`src/rtl/stack_pkg.sv`:
```
// Shared definitions for the LIFO stack: op encoding and a constant log2 helper.
// No logic of its own; no latency or flow control.
package stack_pkg;

    // op = {push, pop}
    localparam logic [1:0] OP_NONE    = 2'b00;
    localparam logic [1:0] OP_POP     = 2'b01;
    localparam logic [1:0] OP_PUSH    = 2'b10;
    localparam logic [1:0] OP_REPLACE = 2'b11;

    function automatic int clog2(input int n);
        int r;
        r = 0;
        while ((1 << r) < n) r++;
        return r;
    endfunction

endpackage

```
`src/rtl/lifo_mem.sv`:
```
// Below-TOS storage for lifo_stack: DEPTH-1 entries, sync write, async read.
// Write lands on the clock edge; read is combinational; no backpressure.
module lifo_mem
    import stack_pkg::*;
#(
    parameter int DATA_WIDTH = 8,
    parameter int DEPTH_BITS = 4
) (
    input  logic                  clk,
    input  logic                  we,
    input  logic [DEPTH_BITS-1:0] waddr,
    input  logic [DATA_WIDTH-1:0] wdata,
    input  logic [DEPTH_BITS-1:0] raddr,
    output logic [DATA_WIDTH-1:0] rdata
);

    localparam int ENTRIES = (1 << DEPTH_BITS) - 1;

    logic [DATA_WIDTH-1:0] mem_q [ENTRIES];

    always_ff @(posedge clk) begin
        if (we) mem_q[waddr] <= wdata;
    end

    // The all-ones address has no backing entry; return zero instead of X.
    assign rdata = (int'(raddr) < ENTRIES) ? mem_q[raddr] : '0;

endmodule

```
`src/rtl/lifo_stack.sv`:
```
// Parametrised LIFO with registered TOS, replace op, occupancy and sticky error flags.
// Ops take effect on the sampling edge; refused push/pop sets overflow/underflow instead of stalling.
module lifo_stack
    import stack_pkg::*;
#(
    parameter int DATA_WIDTH = 8,
    parameter int DEPTH_BITS = 4,
    parameter int AFULL_LVL  = (1 << DEPTH_BITS) - 2
) (
    input  logic                  clk,
    input  logic                  rst_n,
    input  logic [DATA_WIDTH-1:0] data_in,
    input  logic                  push,
    input  logic                  pop,
    input  logic                  flush,
    input  logic                  clr_err,
    output logic [DATA_WIDTH-1:0] data_out,
    output logic [DEPTH_BITS:0]   count,
    output logic                  empty,
    output logic                  full,
    output logic                  almost_full,
    output logic                  overflow,
    output logic                  underflow
);

    localparam int                DEPTH   = 1 << DEPTH_BITS;
    localparam int                CNT_W   = clog2(DEPTH + 1);
    localparam logic [CNT_W-1:0]  DEPTH_C = CNT_W'(DEPTH);
    localparam logic [CNT_W-1:0]  AFULL_C = CNT_W'(AFULL_LVL);

    logic [CNT_W-1:0]      count_q, count_d;
    logic [DATA_WIDTH-1:0] tos_q, tos_d;
    logic                  ovf_q, ovf_d;
    logic                  udf_q, udf_d;

    logic                  mem_we;
    logic [DEPTH_BITS-1:0] mem_waddr, mem_raddr;
    logic [DATA_WIDTH-1:0] mem_rdata;
    logic [1:0]            op;
    logic                  is_empty, is_full;

    assign op       = {push, pop};
    assign is_empty = (count_q == '0);
    assign is_full  = (count_q == DEPTH_C);

    // Old TOS goes to slot count-1; NOS is read from slot count-2.
    assign mem_waddr = count_q[DEPTH_BITS-1:0] - DEPTH_BITS'(1);
    assign mem_raddr = count_q[DEPTH_BITS-1:0] - DEPTH_BITS'(2);

    always_comb begin
        count_d = count_q;
        tos_d   = tos_q;
        ovf_d   = ovf_q & ~clr_err;
        udf_d   = udf_q & ~clr_err;
        mem_we  = 1'b0;
        if (flush) begin
            count_d = '0;
            tos_d   = '0;
            ovf_d   = 1'b0;
            udf_d   = 1'b0;
        end else begin
            case (op)
                OP_PUSH: begin
                    if (is_full) begin
                        ovf_d = 1'b1;
                    end else begin
                        mem_we  = !is_empty;
                        tos_d   = data_in;
                        count_d = count_q + CNT_W'(1);
                    end
                end
                OP_POP: begin
                    if (is_empty) begin
                        udf_d = 1'b1;
                    end else if (count_q == CNT_W'(1)) begin
                        tos_d   = '0;
                        count_d = '0;
                    end else begin
                        tos_d   = mem_rdata;
                        count_d = count_q - CNT_W'(1);
                    end
                end
                OP_REPLACE: begin
                    tos_d = data_in;
                    if (is_empty) begin
                        count_d = CNT_W'(1);
                        udf_d   = 1'b1;
                    end
                end
                OP_NONE: ;
                default: ;
            endcase
        end
    end

    always_ff @(posedge clk) begin
        if (!rst_n) begin
            count_q <= '0;
            tos_q   <= '0;
            ovf_q   <= 1'b0;
            udf_q   <= 1'b0;
        end else begin
            count_q <= count_d;
            tos_q   <= tos_d;
            ovf_q   <= ovf_d;
            udf_q   <= udf_d;
        end
    end

    lifo_mem #(
        .DATA_WIDTH (DATA_WIDTH),
        .DEPTH_BITS (DEPTH_BITS)
    ) u_mem (
        .clk   (clk),
        .we    (mem_we && rst_n),
        .waddr (mem_waddr),
        .wdata (tos_q),
        .raddr (mem_raddr),
        .rdata (mem_rdata)
    );

    assign data_out    = tos_q;
    assign count       = count_q;
    assign empty       = is_empty;
    assign full        = is_full;
    assign almost_full = (count_q >= AFULL_C);
    assign overflow    = ovf_q;
    assign underflow   = udf_q;

endmodule

```
`config.mk`:
```
export PLATFORM = sky130hd
export DESIGN_NAME = lifo_stack
export DESIGN_NICKNAME = d
export VERILOG_FILES = /design/src/rtl/stack_pkg.sv /design/src/rtl/lifo_mem.sv /design/src/rtl/lifo_stack.sv
export SDC_FILE = /design/constraint.sdc
export NUM_CORES = 1
export LEC_CHECK = 0
export ABC_AREA = 1
export CORE_MARGIN = 3
export CORE_UTILIZATION = 60
export CTS_CLUSTER_SIZE = 20
export DETAILED_ROUTE_END_ITERATION = 7
export PLACE_DENSITY = 0.79
export SYNTH_ARGS = -nofsm -noshare
export SYNTH_HDL_FRONTEND = slang
export SYNTH_SLANG_ARGS = --single-unit
export TNS_END_PERCENT = 50
```
`constraint.sdc`:
```
create_clock -name clk -period 2.8 [get_ports clk]
set_clock_uncertainty 0.1 [all_clocks]
set_input_delay 0.56 -clock clk [delete_from_list [all_inputs] [get_ports clk]]
set_output_delay 0.56 -clock clk [all_outputs]
set_load 0.05 [all_outputs]
```
==> flow_summary.html, run 1 <==
<table>
<tr><th>Metric</th><th>Value</th></tr>
<tr><th colspan="2">Global route</th></tr>
<tr><td>Vias in the first global route</td><td>about 4.4k</td></tr>
<tr><td>GRT Residual Overflow</td><td>0</td></tr>
<tr><td>Maximum number of pins on one net before global-route repair</td><td>56</td></tr>
<tr><td>GRT Util Overall</td><td>0.273</td></tr>
<tr><td>First-pass GRT wire length</td><td>22500 um</td></tr>
<tr><td>Initial antenna violation count</td><td>0</td></tr>
<tr><th colspan="2">Drt</th></tr>
<tr><td>Initial DRC Count</td><td>502</td></tr>
<tr><td>Post-detailed-route via-to-cell ratio</td><td>5.57</td></tr>
<tr><td>Detailed Routing Iterations Pass 1</td><td>5</td></tr>
<tr><td>Count of nets left with antenna violations after detail routing</td><td>0</td></tr>
<tr><td>Total Wirelength</td><td>14700 um</td></tr>
<tr><td>Total number of vias</td><td>approximately 4.5k</td></tr>
<tr><td>Met2 WL</td><td>about 7000 um</td></tr>
<tr><td>Detailed route wirelength on metal3</td><td>1300 um</td></tr>
<tr><td>Routed WL per cell</td><td>roughly 18 um</td></tr>
<tr><td>Met1 Wirelength</td><td>5650 um</td></tr>
<tr><td>Max layer used</td><td>met4</td></tr>
<tr><td>DRC</td><td>0</td></tr>
<tr><th colspan="2">Critical path</th></tr>
<tr><td>Worst endpoint data arrival time</td><td>1.95 ns</td></tr>
<tr><td>Category of the worst setup path launch point</td><td>flop</td></tr>
<tr><td>Worst Setup Path Type</td><td>reg2out</td></tr>
<tr><td>Worst EP required</td><td>2.14 ns</td></tr>
<tr><td>Endpoint class of the critical path</td><td>primary output</td></tr>
<tr><td>Worst-path maximum fanout</td><td>37</td></tr>
<tr><th colspan="2">Clock network</th></tr>
<tr><td>CTS sink count</td><td>135</td></tr>
<tr><td># resized after CTS</td><td>0</td></tr>
<tr><td>CTS tree</td><td>done</td></tr>
<tr><td>Clk slew on worst S/H paths</td><td>0.06 ns</td></tr>
<tr><td>H-Tree Level Count</td><td>4</td></tr>
<tr><td>Hold_buf cts</td><td>0</td></tr>
<tr><td>Number of clock buffers inserted by TritonCTS</td><td>17</td></tr>
<tr><td>Clock latency of the later-clocked register in the worst-skew pair</td><td>0.53 ns</td></tr>
<tr><td>Maximum buffer depth of the clock tree</td><td>2</td></tr>
<tr><td>Buffers inserted by post-CTS timing repair</td><td>0</td></tr>
<tr><td>CTS Root Buffer Type</td><td>sky130_fd_sc_hd__clkbuf_8</td></tr>
<tr><th colspan="2">Synth</th></tr>
<tr><td>Syn. warnings</td><td>0</td></tr>
<tr><td>Number of unique standard cell types used by synthesis</td><td>30</td></tr>
<tr><td>Register bit total from synthesis</td><td>between 100 and 150</td></tr>
<tr><td>Most area-hungry cell type in the Yosys netlist</td><td>sky130_fd_sc_hd__edfxtp_1</td></tr>
<tr><td>Share of the synthesized area in the top cell type</td><td>0.590</td></tr>
<tr><td>Number of instances in the synthesized netlist</td><td>599</td></tr>
<tr><td>Mean instance size in the synthesized netlist</td><td>10.2 um^2</td></tr>
<tr><td>Sequential fraction of the synthesis area</td><td>0.639</td></tr>
<tr><td>Mapped Nets</td><td>~620</td></tr>
<tr><td>Post-synthesis instance area</td><td>6110 um^2</td></tr>
<tr><td>Main area contributors after synthesis</td><td>sky130_fd_sc_hd__edfxtp_1 59%, sky130_fd_sc_hd__nand2_1 9.2%, sky130_fd_sc_hd__nand3_1 6.3%</td></tr>
<tr><th colspan="2">Floorplan</th></tr>
<tr><td>Placeable core area</td><td>around 9800 um^2</td></tr>
<tr><td>Die Outline Area</td><td>11400 um^2</td></tr>
<tr><td>Die X-Extent</td><td>~110 um</td></tr>
<tr><td>I/O pins</td><td>32</td></tr>
<tr><td>Die span in y</td><td>107 um</td></tr>
<tr><td>Starting utilization of the core area</td><td>0.622</td></tr>
<tr><td>Cell Rows</td><td>36</td></tr>
<tr><th colspan="2">Cells and area</th></tr>
<tr><td>Diode count</td><td>0</td></tr>
<tr><td>Finished layout cell area</td><td>7240 um^2</td></tr>
<tr><td>Share of layout cells above drive strength 1</td><td>0.135</td></tr>
<tr><td>Register Area</td><td>3910 um^2</td></tr>
<tr><td>Total area of multi-input combinational cells</td><td>between 1500 and 2000 um^2</td></tr>
<tr><td>Signed area change from the synthesized netlist to the final layout</td><td>18.6%</td></tr>
<tr><td>Nets@finish</td><td>about 680</td></tr>
<tr><td>Filler Cell Count</td><td>670</td></tr>
<tr><th colspan="2">Timing</th></tr>
<tr><td>Number of hold-slack violations in the final timing report</td><td>0</td></tr>
<tr><td>Remaining max-slew budget at the tightest pin</td><td>0.650</td></tr>
<tr><td>Min Clock Period, post-route</td><td>2.61 ns</td></tr>
<tr><td>Least setup slack across all paths after layout</td><td>0.191 ns</td></tr>
<tr><td>Unrepaired setup endpoints after global routing</td><td>no</td></tr>
<tr><td>Maximum frequency from static timing analysis</td><td>383 MHz</td></tr>
<tr><td>Setup Viol. Count Final</td><td>0</td></tr>
<tr><td>Worst hold-check slack</td><td>between 0.3 and 0.4 ns</td></tr>
<tr><td>Slew @ Worst Pin</td><td>0.525 ns</td></tr>
<tr><td>Final sum of negative setup slack</td><td>0 ns</td></tr>
<tr><td>Final worst-path cycle share</td><td>0.932</td></tr>
<tr><td>Pins Over Slew Limit</td><td>0</td></tr>
<tr><th colspan="2">Placed design</th></tr>
<tr><td>Routability cong.</td><td>0.920</td></tr>
<tr><td>HPWL reported at the end of detailed placement</td><td>9410 um</td></tr>
<tr><td>Port Buffer Count</td><td>31</td></tr>
<tr><td>Pre-CTS worst setup slack</td><td>roughly 0.24 ns</td></tr>
<tr><td>Post-place instance area</td><td>around 6700 um^2</td></tr>
<tr><th colspan="2">Power and ir drop</th></tr>
<tr><td>Standby leakage power</td><td>2.89 nW</td></tr>
<tr><td>Cell area power density</td><td>a little under 700 nW/um^2</td></tr>
<tr><td>Peak VDD IR</td><td>around 0.38 mV</td></tr>
<tr><td>Total Power Consumption</td><td>~5 mW</td></tr>
<tr><th colspan="2">Worst hold path</th></tr>
<tr><td>Worst hold-check path type</td><td>reg2reg</td></tr>
<tr><th colspan="2">Flow run</th></tr>
<tr><td>Total of max-cap violations</td><td>0</td></tr>
<tr><th colspan="2">Outcome</th></tr>
<tr><td>Status</td><td>completed</td></tr>
</table>
==> cell type report <==
| type | count | area share |
|---|---|---|
| clock inverter | 13 | 0.0218 |
| timing repair buffer | 66 | 0.0791 |
| multi-input combinational | 365 | 0.242 |
| inverter | 71 | 0.0370 |
| sequential | 135 | 0.539 |
| clock buffer | 18 | 0.0577 |
| tap | 133 | 0.0230 |
==> final timing paths <==
check,startpoint,to,slack [ns],depth (start not counted)
max,count[1],almost_full,0.19,5
min,underflow,underflow,0.37,2
max reg2reg,count[1],u_mem.mem_q[6][1],0.40,7
min reg2reg,underflow,underflow,0.37,2
==> placed cells by master, fill, tap and decap left out, types with 6 or more instances in the layout <==
master / instances
sky130_fd_sc_hd__nand2_1: 150
sky130_fd_sc_hd__ha_1: 8
sky130_fd_sc_hd__clkdlybuf4s50_1: 26
sky130_fd_sc_hd__nor2_1: 46
sky130_fd_sc_hd__o21ai_0: 22
sky130_fd_sc_hd__a21oi_1: 30
sky130_fd_sc_hd__buf_4: 39
sky130_fd_sc_hd__a21oi_2: 7
sky130_fd_sc_hd__edfxtp_1: 120
sky130_fd_sc_hd__or2_1: 6
sky130_fd_sc_hd__nand3_1: 77
sky130_fd_sc_hd__clkbuf_16: 16
sky130_fd_sc_hd__inv_1: 67
sky130_fd_sc_hd__dfxtp_1: 14
==> state kept, by name, summed over array words and instances, names as in the netlist <==
register	count
overflow	1
count	5
underflow	1
data_out	8
u_mem.mem_q	120
==> cell usage after synthesis <==
cell / instances
sky130_fd_sc_hd__buf_1: 1
sky130_fd_sc_hd__a21oi_1: 30
sky130_fd_sc_hd__clkbuf_1: 2
sky130_fd_sc_hd__a21oi_2: 7
sky130_fd_sc_hd__xnor2_4: 1
sky130_fd_sc_hd__nand2_1: 150
sky130_fd_sc_hd__clkinv_2: 1
sky130_fd_sc_hd__or2_1: 6
sky130_fd_sc_hd__o21ai_1: 3
sky130_fd_sc_hd__buf_6: 6
sky130_fd_sc_hd__nand3_1: 77
sky130_fd_sc_hd__nand2_2: 2
sky130_fd_sc_hd__nor2_2: 1
sky130_fd_sc_hd__buf_4: 3
sky130_fd_sc_hd__xor2_1: 2
sky130_fd_sc_hd__or2_2: 2
sky130_fd_sc_hd__ha_1: 8
sky130_fd_sc_hd__nor3_4: 1
sky130_fd_sc_hd__o21ai_0: 23
sky130_fd_sc_hd__o22ai_1: 1
sky130_fd_sc_hd__xnor2_1: 2
sky130_fd_sc_hd__edfxtp_1: 120
sky130_fd_sc_hd__nor2_1: 46
sky130_fd_sc_hd__dfxtp_1: 15
sky130_fd_sc_hd__buf_2: 16
sky130_fd_sc_hd__inv_1: 67
sky130_fd_sc_hd__inv_2: 2
sky130_fd_sc_hd__nand2_4: 2
sky130_fd_sc_hd__a21oi_4: 1
sky130_fd_sc_hd__clkinv_1: 1
==> through the flow <==
stage | util | cells
finish | 0.738 | 801
global route | 0.738 | 801
CTS | 0.738 | 801
detailed placement | 0.679 | 770
global placement | 0.679 | 770
floorplan | - | 599
==> logic make-up after synthesis <==
family,share of synthesized area
DFF,0.639
xor gates and xnor gates,0.0102
adders and majority gates,0.0164
and+or+nand+nor,0.201
buffers and inverters,0.0735
AOI/OAI and AO/OA,0.0596
==> power by group <==
part	switching [mW]	total [mW]	internal, mW
Combinational	0.394	0.567	0.173
Sequential	0.0114	2.22	2.21
Clock	0.810	2.15	1.34
Total	1.22	4.94	3.73
==> metal layers <==
layer,track usage,up-vias
met2,0.440,237
li1,-,2098
met4,0.153,0
met5,0,-
met1,0.344,2085
met3,0.0620,44
==> worst max-delay path: stages (launching register included) <==
cell and delay (ns):
sky130_fd_sc_hd__dfxtp_1 0.34, sky130_fd_sc_hd__buf_4 0.39, sky130_fd_sc_hd__ha_1 0.27, sky130_fd_sc_hd__a21oi_1 0.07
sky130_fd_sc_hd__o21ai_1 0.13, sky130_fd_sc_hd__buf_4 0.21
Power figures use the tool's default switching activity.
==> run 2, diff against run 1 <==
ABC_CLOCK_PERIOD_IN_PS = 2800   (was default)
==> results of run 2 <==
Same layout as run 1: the final DEF is identical, and so are final timing and power.
==> run 3, diff against run 2 <==
CTS_CLUSTER_SIZE = default   (was 20)
==> results of run 3 <==
Same layout as run 1: the final DEF is identical, and so are final timing and power.
